`config.mk`:
```
export PLATFORM = sky130hd
export DESIGN_NAME = voice_mixer_pwm
export DESIGN_NICKNAME = d
export VERILOG_FILES = /design/src/rtl/voice_mixer_pwm.sv
export SDC_FILE = /design/constraint.sdc
export NUM_CORES = 1
export LEC_CHECK = 0
export ABC_AREA = 1
export CAP_MARGIN = 5
export CORE_AREA = 5 5 161 163
export CTS_BUF_LIST = sky130_fd_sc_hd__clkbuf_8
export CTS_CLUSTER_SIZE = 8
export DETAILED_ROUTE_END_ITERATION = 8
export DIE_AREA = 0 0 166 168
export REMOVE_ABC_BUFFERS = 1
export SYNTH_ARGS = -nofsm -noshare
export SYNTH_HDL_FRONTEND = slang
export SYNTH_SLANG_ARGS = --single-unit
```
`constraint.sdc`:
```
create_clock -name clk -period 4.56 [get_ports clk]
set_input_delay 1.14 -clock clk [delete_from_list [all_inputs] [get_ports clk]]
set_output_delay 1.14 -clock clk [all_outputs]
set_load 0.02 [all_outputs]
```
`src/rtl/voice_mixer_pwm.sv`:
```
// voice_mixer_pwm
//
// Mixes the signed amplitudes of several note voices into one sample per PWM
// period. The sample is scaled by a 4-bit volume, saturated, and played out
// through a single-pin PWM output with a double-buffered duty register.
//
// Optional feature: define MIXER_CLIP_STATS_EN to build the clipped-sample
// counter behind clip_count. Without it clip_count is tied to zero.
//
// Parameters
//   CLK_FREQ  system clock in Hz; sample rate is CLK_FREQ / 2**PWM_BITS
//   AM_WIDTH  width of each signed voice amplitude and of mix
//   VOICES    number of voice inputs (1..16)
//   PWM_BITS  PWM resolution, period is 2**PWM_BITS clocks (>= AM_WIDTH)
//
// Ports
//   clk          system clock, rising edge
//   rst          synchronous active-high reset
//   am_bus       packed signed amplitudes, voice i at [i*AM_WIDTH +: AM_WIDTH]
//   voice_en     per-voice enable, 0 contributes nothing to the sum
//   volume       gain = (volume+1)/16, 15 is unity
//   pwm_out      registered PWM audio pin
//   mix          signed saturated mixed sample
//   clip         latest sample was clamped
//   sample_tick  one-cycle pulse when mix/clip/next duty update
//   clip_count   saturating count of clipped samples
module voice_mixer_pwm #(
  parameter int CLK_FREQ = 120_000_000,
  parameter int AM_WIDTH = 8,
  parameter int VOICES   = 4,
  parameter int PWM_BITS = 10
) (
  input  logic                         clk,
  input  logic                         rst,
  input  logic [VOICES*AM_WIDTH-1:0]   am_bus,
  input  logic [VOICES-1:0]            voice_en,
  input  logic [3:0]                   volume,
  output logic                         pwm_out,
  output logic signed [AM_WIDTH-1:0]   mix,
  output logic                         clip,
  output logic                         sample_tick,
  output logic [15:0]                  clip_count
);

  // Accumulator has 4 guard bits so 16 full-scale voices cannot overflow.
  // The product adds 6 bits for the signed gain of 1..16.
  localparam int ACC_W  = AM_WIDTH + 4;
  localparam int PROD_W = ACC_W + 6;
  localparam int IDX_W  = (VOICES > 1) ? $clog2(VOICES) : 1;

  localparam logic [1:0] ST_IDLE  = 2'd0;
  localparam logic [1:0] ST_ACC   = 2'd1;
  localparam logic [1:0] ST_SCALE = 2'd2;
  localparam logic [1:0] ST_SAT   = 2'd3;

  localparam logic [PWM_BITS-1:0] MIDSCALE = {1'b1, {(PWM_BITS-1){1'b0}}};
  localparam logic signed [PROD_W-1:0] SAT_MAX = PROD_W'((2**(AM_WIDTH-1)) - 1);
  localparam logic signed [PROD_W-1:0] SAT_MIN = PROD_W'(-(2**(AM_WIDTH-1)));

  logic [PWM_BITS-1:0]          cnt;
  logic [PWM_BITS-1:0]          duty_next;
  logic [PWM_BITS-1:0]          duty_active;
  logic [1:0]                   state;
  logic [IDX_W-1:0]             idx;
  logic [VOICES*AM_WIDTH-1:0]   am_snap;
  logic [VOICES-1:0]            en_snap;
  logic [3:0]                   vol_snap;
  logic signed [ACC_W-1:0]      acc;
  logic signed [PROD_W-1:0]     scaled;

  logic signed [AM_WIDTH-1:0]   voice_cur;
  logic signed [ACC_W-1:0]      voice_ext;
  logic signed [5:0]            gain;
  logic signed [PROD_W-1:0]     product;
  logic signed [AM_WIDTH-1:0]   sat_val;
  logic                         sat_clip;
  logic [AM_WIDTH-1:0]          offset_bin;
  logic [PWM_BITS-1:0]          duty_from_sample;

  // Current voice for the accumulate step, sign-extended, or zero if disabled.
  always_comb begin
    voice_cur = am_snap[idx*AM_WIDTH +: AM_WIDTH];
    voice_ext = '0;
    if (en_snap[idx]) begin
      voice_ext = {{(ACC_W-AM_WIDTH){voice_cur[AM_WIDTH-1]}}, voice_cur};
    end
  end

  // Gain is volume+1 carried as a positive signed value so the multiply
  // stays signed; the >>>4 in SCALE finishes the divide by 16.
  always_comb begin
    gain    = $signed({2'b00, vol_snap} + 6'd1);
    product = PROD_W'(acc) * PROD_W'(gain);
  end

  // Clamp the scaled sum to the signed AM_WIDTH range and convert the result
  // to an offset-binary duty: most negative maps to 0, midscale to half.
  always_comb begin
    sat_val  = scaled[AM_WIDTH-1:0];
    sat_clip = 1'b0;
    if (scaled > SAT_MAX) begin
      sat_val  = SAT_MAX[AM_WIDTH-1:0];
      sat_clip = 1'b1;
    end else if (scaled < SAT_MIN) begin
      sat_val  = SAT_MIN[AM_WIDTH-1:0];
      sat_clip = 1'b1;
    end
    offset_bin       = {~sat_val[AM_WIDTH-1], sat_val[AM_WIDTH-2:0]};
    duty_from_sample = PWM_BITS'(offset_bin) << (PWM_BITS - AM_WIDTH);
  end

  // Free-running period counter and PWM comparator. The active duty only
  // changes on the last count of a period so every period has a single
  // constant duty; the snapshot happens one edge later at count 0.
  always_ff @(posedge clk) begin
    if (rst) begin
      cnt         <= '0;
      duty_active <= MIDSCALE;
      pwm_out     <= 1'b0;
    end else begin
      cnt     <= cnt + 1'b1;
      pwm_out <= (cnt < duty_active);
      if (cnt == '1) begin
        duty_active <= duty_next;
      end
    end
  end

  // Sample computation: snapshot at count 0, walk the voices one per clock,
  // scale, then saturate and publish. Finishes in VOICES+3 clocks, far
  // inside one PWM period, so it never overlaps the next snapshot.
  always_ff @(posedge clk) begin
    if (rst) begin
      state       <= ST_IDLE;
      idx         <= '0;
      am_snap     <= '0;
      en_snap     <= '0;
      vol_snap    <= '0;
      acc         <= '0;
      scaled      <= '0;
      mix         <= '0;
      clip        <= 1'b0;
      sample_tick <= 1'b0;
      duty_next   <= MIDSCALE;
    end else begin
      sample_tick <= 1'b0;
      case (state)
        ST_IDLE: begin
          if (cnt == '0) begin
            am_snap  <= am_bus;
            en_snap  <= voice_en;
            vol_snap <= volume;
            acc      <= '0;
            idx      <= '0;
            state    <= ST_ACC;
          end
        end
        ST_ACC: begin
          acc <= acc + voice_ext;
          if (idx == IDX_W'(VOICES - 1)) begin
            state <= ST_SCALE;
          end else begin
            idx <= idx + 1'b1;
          end
        end
        ST_SCALE: begin
          scaled <= product >>> 4;
          state  <= ST_SAT;
        end
        ST_SAT: begin
          mix         <= sat_val;
          clip        <= sat_clip;
          sample_tick <= 1'b1;
          duty_next   <= duty_from_sample;
          state       <= ST_IDLE;
        end
        default: begin
          state <= ST_IDLE;
        end
      endcase
    end
  end

`ifdef MIXER_CLIP_STATS_EN
  // Count clipped samples as they are published, sticking at all-ones.
  always_ff @(posedge clk) begin
    if (rst) begin
      clip_count <= '0;
    end else if ((state == ST_SAT) && sat_clip && (clip_count != 16'hFFFF)) begin
      clip_count <= clip_count + 16'd1;
    end
  end
`else
  assign clip_count = 16'd0;
`endif

endmodule
```
---- Yosys cells after proc, flatten, opt, wreduce, memory -nomap -nowiden ----
Index checks and enable logic that the tools add are counted.
storage, ports and cells
  register bits ........................... 107
  input bits .............................. 42
  output and inout port bits .............. 27
  logic and storage cells ................. 56
cells by class
  add/sub/neg operators ................... 4
  $mul .................................... 1
  $lt $le $gt $ge ......................... 4
  equal/unequal tests ..................... 8
  shifts and indexed selects .............. 1
  mux-type cells .......................... 16
  bitwise operators ....................... 1
  reductions and logical operators ........ 7
operators by type and width
  cell                   count
  $shiftx 32x6->8        1
  $mux 12                2
  $pmux 12 s2            1
  $mul 12x6->18          1
  $mux 8                 2
  $gt 14x8->1 const B    1
  $lt 14x8->1 const B    1
  $add 12x12->12         1
  $add 10x1->10 const B  1
  $eq 10x10->1 const B   1
  $logic_not 10->1       1
  $lt 10x10->1           1
  $mux 2                 4
  $pmux 2 s4             1
  $eq 2x2->1 const B     3
  $ne 2x2->1 const B     3
  $reduce_and 2->1       3
  $add 4x1->5 const B    1
  $mux 1                 4
  $pmux 2 s2             1
  $lt 2x3->1 const B     1
  $reduce_and 3->1       1
  $add 2x1->2 const B    1
  $bmux 1 s2             1
  4 further kinds        4

---- Longest topological paths before layout ----
  depth after elaboration ................. 5
  depth in mapped cells ................... 24
  gate-level depth less buffers ........... 23

---- Least setup slack after synthesis ----
Ideal clock, no wire load.
  path kind ............................... flip-flop to flip-flop
  start ................................... register vol_snap[1]
  end ..................................... register scaled[10]
  setup time .............................. 0.109 ns
  arrival ................................. 3.704 ns
  required time ........................... 4.451 ns
  path slack .............................. 0.747 ns
  cell stages (with the launch flop) ...... 21
  buffers on the path ..................... 0
  period minus slack after synthesis ...... 3.813 ns
  cell sequence ........................... dfxtp_1 -> ha_1 -> xor2_1 -> inv_1 -> nor2_1 -> fa_1 -> fa_1 -> inv_1 -> fa_1 -> inv_1 -> ha_1 -> nand2_1 -> inv_1 -> a21oi_1 -> nor2_1 -> nor2_1 -> nand2_1 -> nand2_1 -> nand3_1 -> nand2_1 -> inv_1
between the ends
  cells in the longest elaborated chain, start to end .. 2
RTL lines
  item                    RTL line  text
  from (decl)             67        logic [3:0] vol_snap;
  from (signal assigned)  152       vol_snap <= volume;
  $add 4x1->5             92        gain = $signed({2'b00, vol_snap} + 6'd1);
  $mul 12x6->18           93        product = PROD_W'(acc) * PROD_W'(gain);
  to (signal assigned)    167       scaled <= product >>> 4;
  to (decl)               69        logic signed [PROD_W-1:0] scaled;
Every way passes these cells.
A chain may end at the register's enable or synchronous reset.

---- Worst setup path in the final report ----
  start ................................... register vol_snap[1]
  end ..................................... register, netlist name scaled[13]
between the ends
  cells in the longest elaborated chain, start to end .. 2
RTL lines
  item           RTL line
  $add 4x1->5    92
  $mul 12x6->18  93
Every way passes these cells.

==> results <==
- The run finished with clean final reports.
- The area of the mapped netlist is 7390 sq um.
- The root buffer cell is sky130_fd_sc_hd__clkbuf_8.
- The site row count is 57.
- The repair_antennas step left the layout with diodes totalling 0.
- In this run the critical register-to-register path is captured at scaled[13]$_SDFFE_PP0P_.
- STA classifies the critical path endpoint as a flop.
- For this run, the total global-route usage over all layers was measured as 11.3%.
- The slew at the pin with the worst max-slew slack is 0.777 ns.
- Clock tree synthesis found a total of 100 sinks.
- Measured against its own limit, the worst slew margin works out to 48.2%.
- In this run, the number of DRC markers left after iteration 0 of detailed routing was 267.
- For this block, the routed nets add up to 15.8 mm of wire.
- Clock latency on the worst-skew pair, taken at its later pin, is 0.38 ns.
- The ratio of routed vias to standard cells is 4.45.
- Routability-driven placement finished with a final weighted congestion of 0.870.
- The analysis attributes to cell leakage a power of 0.00383 uW.
- The final worst-path cycle share is 89.0%.
- The total of cells resized after clock tree synthesis is 0.
- Yosys printed 0 warnings.
- Once the clock tree was built, the setup fixing pass inserted 0 buffers.
- The pin count of the biggest net entering global routing is 81.
- VDD sags by at most 0.155 mV.
- The final hold violation count is 0.
- At the placement stage, the worst setup path has a slack of 0.503 ns.
- The worst setup path is launched from a flop.
- Summing over every cut layer, the via total after detailed routing is 6,277.
- After clock tree synthesis, the clock-pin slew on the worst setup and hold paths is 0.10 ns.
- The final net count is 1,220.
- The via count of the first global-routing pass is 5,902.
- For this run, the register share of the synthesized area comes to 27.1%.
- The maximum fanout along the worst path is 8.
- The mean area per synthesized cell is 7.03 sq um.
- The first element of the critical path is vol_snap[1]$_SDFFE_PP0P_.
- The maximum operating frequency is 246 MHz.
- The netlist uses 37 different library cells.
- The wire length per cell is 11.2 um.
- The clock tree synthesis step divided the H-tree into 3 levels.
- The critical path ends at scaled[13]$_SDFFE_PP0P_.
- The core outline area is 24,200 sq um.
- For this design the ratio of total power to cell area is 361 nW/um^2.
- The signal on the critical path passes through ha_1, xor2_1, inv_1, nor2_1, fa_1, fa_1, inv_1, fa_1, inv_1, ha_1, a21oi_1, o21ai_0, a21oi_1, nand2_1, nand2_1, nand2_1, a21oi_1.
- After clock tree synthesis, the flow added hold-fix buffers numbering 0.
- The die covers 27,900 sq um.
- Once the floorplan was initialized, standard cells occupied 30.6% of the core.
- In this run, synthesis produced a sequential element count of 100.
- The non-filler instance count after layout is 1,412.
- The final max-slew violation count is 0.
- The overflow left after global routing is 0.
- The total negative slack for setup checks is 0 ns.
- The area growth from synthesis to layout is 11.7%.
- The startpoint identified for the worst register-to-register timing path is vol_snap[1]$_SDFFE_PP0P_.
- In this run the register-to-register setup slack is 0.50 ns.
- The first global-routing pass estimated 27.1 mm of wire.
- Setup slack on the critical path of the routed design comes to 0.501 ns.
- On the critical path, the stage with the largest delay is an instance of sky130_fd_sc_hd__fa_1.
- After layout, the design draws a total of 2980 uW.
- The tightest min-delay check is of the reg -> reg type.
- The critical path is of the reg -> reg type.
- In this run the vertical extent of the chip is 168 um.
- Counting the buffers created by CTS gives 9.
- The maximum single-stage delay on the critical path is 0.52 ns.
- The post-route netlist has 3.58% of its cells at a drive strength greater than 1.
- The final critical path time including I/O delays and setup is 4.06 ns.
- The synthesized instance count is 1,051.
- Setup violations remaining at the end of the flow were counted as 0.
- STA puts the critical path data arrival time at 4.37 ns.
- The initial antenna violation count is 0.
- STA puts the critical path data required time at 4.87 ns.
- The clock tree from TritonCTS is done.
- The number of optimization iterations in the first detailed-route pass is 5.
- Measured in cells, the most critical reg-to-reg path has a length of 17.
- The number of remaining DRC errors is 0.
- Setup repair after global routing left no endpoint under its margin.
- On the final layout, the worst clock skew is 0.0101 ns.
- The clock tree buffer depth is 2.
- The end-of-flow core utilization is 34.1%.
- The number of buffers inserted by port buffering is 52.
- Measured along the x axis, the die boundary spans 166 um.
- The number of top-level pins is 69.
- The number of nets with antenna violations after routing is 0.
- Max-cap violations in this run came to 0.
- The post-detailed-placement half-perimeter wirelength is 12.6 mm.
- The total placed cells including tap cells is 1,396.
==> metal layers <==
| layer | up-vias | share of wire, % | GRT usage (%) |
|---|---|---|---|
| met5 | - | 0 | 0 |
| met4 | 0 | 1.3 | 3.26 |
| met3 | 12 | 2.4 | 1.43 |
| met2 | 70 | 48 | 20.1 |
| met1 | 2879 | 48 | 14.5 |
| li1 | 3316 | - | - |
==> critical path: cells and delay by family (launching register included) <==
| family | cells | cell delay (ns) |
|---|---|---|
| xor gates and xnor gates | 1 | 0.19 |
| AOI/OAI and AO/OA | 4 | 0.81 |
| adders and majority gates | 5 | 2.00 |
| DFF | 1 | 0.37 |
| buffers and inverters | 3 | 0.26 |
| and+or+nand+nor | 4 | 0.36 |
==> registers in the layout, indices dropped and copies added (netlist names), 2 cells and up <==
register,cells
duty_active,8
acc,12
idx,2
am_snap,32
cnt,10
en_snap,4
vol_snap,4
state,2
scaled,14
mix,8
==> cells in the mapped netlist (all sizes together) <==
master  instances  share of area, %
nor3            9              0.76
clkinv          2              0.10
xor2            7              0.83
nand4           7              0.80
nand2         170               8.7
o21a            2              0.20
a21oi         126               8.6
a21o            3              0.30
o21bai          3              0.46
fa             38                10
dfxtp         100                27
o211ai          2              0.20
nor2           98               5.0
o21ai         103               7.1
clkbuf         15              0.76
a31oi           1             0.085
inv           216                11
xnor2           3              0.36
ha             57               9.7
buf            38               4.1
nand3b          2              0.20
nand3          47               3.3
or2             1             0.085
conb            1             0.051
==> how the worst min path moves through the flow <==
stage / startpoint / to / depth (start not counted)
floorplan: am_snap[0]$_SDFFE_PP0P_ / am_snap[0]$_SDFFE_PP0P_ / 2
global placement: am_snap[3]$_SDFFE_PP0P_ / am_snap[3]$_SDFFE_PP0P_ / 2
detailed placement: am_snap[26]$_SDFFE_PP0P_ / am_snap[26]$_SDFFE_PP0P_ / 2
CTS: am_snap[26]$_SDFFE_PP0P_ / am_snap[26]$_SDFFE_PP0P_ / 2
global route: am_snap[28]$_SDFFE_PP0P_ / am_snap[28]$_SDFFE_PP0P_ / 2
finish: am_snap[3]$_SDFFE_PP0P_ / am_snap[3]$_SDFFE_PP0P_ / 2
==> power by group <==
part / switching, uW / total, uW / internal [uW]
logic: 808 / 1240 / 435
clock network: 330 / 548 / 218
registers: 123 / 1190 / 1060
total: 1260 / 2980 / 1720
==> cells by family after synthesis <==
family	after synthesis	synth area share [%]
simple gates	334	18.8
buf+inv	271	16.0
compound gates	240	16.9
flops	100	27.1
fa+ha+maj	95	19.9
xor+xnor	10	1.19
other cells	1	0.0508
==> layout by cell type, fill, tap and decap left out <==
cell                                n
sky130_fd_sc_hd__o21ai_2            2
sky130_fd_sc_hd__a21oi_1          125
sky130_fd_sc_hd__buf_4              7
sky130_fd_sc_hd__nor3_1             8
sky130_fd_sc_hd__nand4_1            6
sky130_fd_sc_hd__xnor2_1            3
sky130_fd_sc_hd__a21oi_2            1
sky130_fd_sc_hd__inv_8              1
sky130_fd_sc_hd__o21a_1             2
sky130_fd_sc_hd__conb_1            16
sky130_fd_sc_hd__o21bai_1           2
sky130_fd_sc_hd__clkinv_4           2
sky130_fd_sc_hd__nor2_1            97
sky130_fd_sc_hd__clkdlybuf4s50_1   52
sky130_fd_sc_hd__ha_1              57
sky130_fd_sc_hd__o21bai_4           1
sky130_fd_sc_hd__dfxtp_1          100
sky130_fd_sc_hd__nand3b_1           2
sky130_fd_sc_hd__nand2_1          167
sky130_fd_sc_hd__nor2_2             1
sky130_fd_sc_hd__or2_2              1
sky130_fd_sc_hd__nand4_4            1
sky130_fd_sc_hd__clkbuf_8          10
sky130_fd_sc_hd__clkinv_2           1
sky130_fd_sc_hd__nand2_2            3
sky130_fd_sc_hd__xor2_1             7
sky130_fd_sc_hd__clkinvlp_4         2
sky130_fd_sc_hd__a31oi_1            1
sky130_fd_sc_hd__o21ai_0           58
sky130_fd_sc_hd__clkinv_1           2
sky130_fd_sc_hd__o21ai_1           43
sky130_fd_sc_hd__o211ai_1           2
sky130_fd_sc_hd__a21o_1             3
sky130_fd_sc_hd__nand3_1           46
sky130_fd_sc_hd__inv_1            212
sky130_fd_sc_hd__fa_1              38
sky130_fd_sc_hd__nand3_2            1
sky130_fd_sc_hd__inv_2              4
sky130_fd_sc_hd__nor3_4             1
==> cell type report <==
type	instances	area, sq um
repair buffers	59	573
flip-flops and latches	100	2000
fillers	2620	15900
clock buffers	10	138
clock inverters	6	48.8
well taps	324	405
inverters	218	818
multi-input cells	695	4260
==> stage by stage <==
| step | instance area [sq um] | hold slack [ns] |
|---|---|---|
| 5_1_grt | 8250 | 0.462 |
| 6_report | 8250 | 0.447 |
| 3_3_place_gp | 8060 | 0.432 |
| 3_5_place_dp | 8060 | 0.434 |
| 4_1_cts | 8250 | 0.450 |
| 2_1_floorplan | 7080 | 0.422 |
Note: power is estimated with default switching activity, not from simulation.
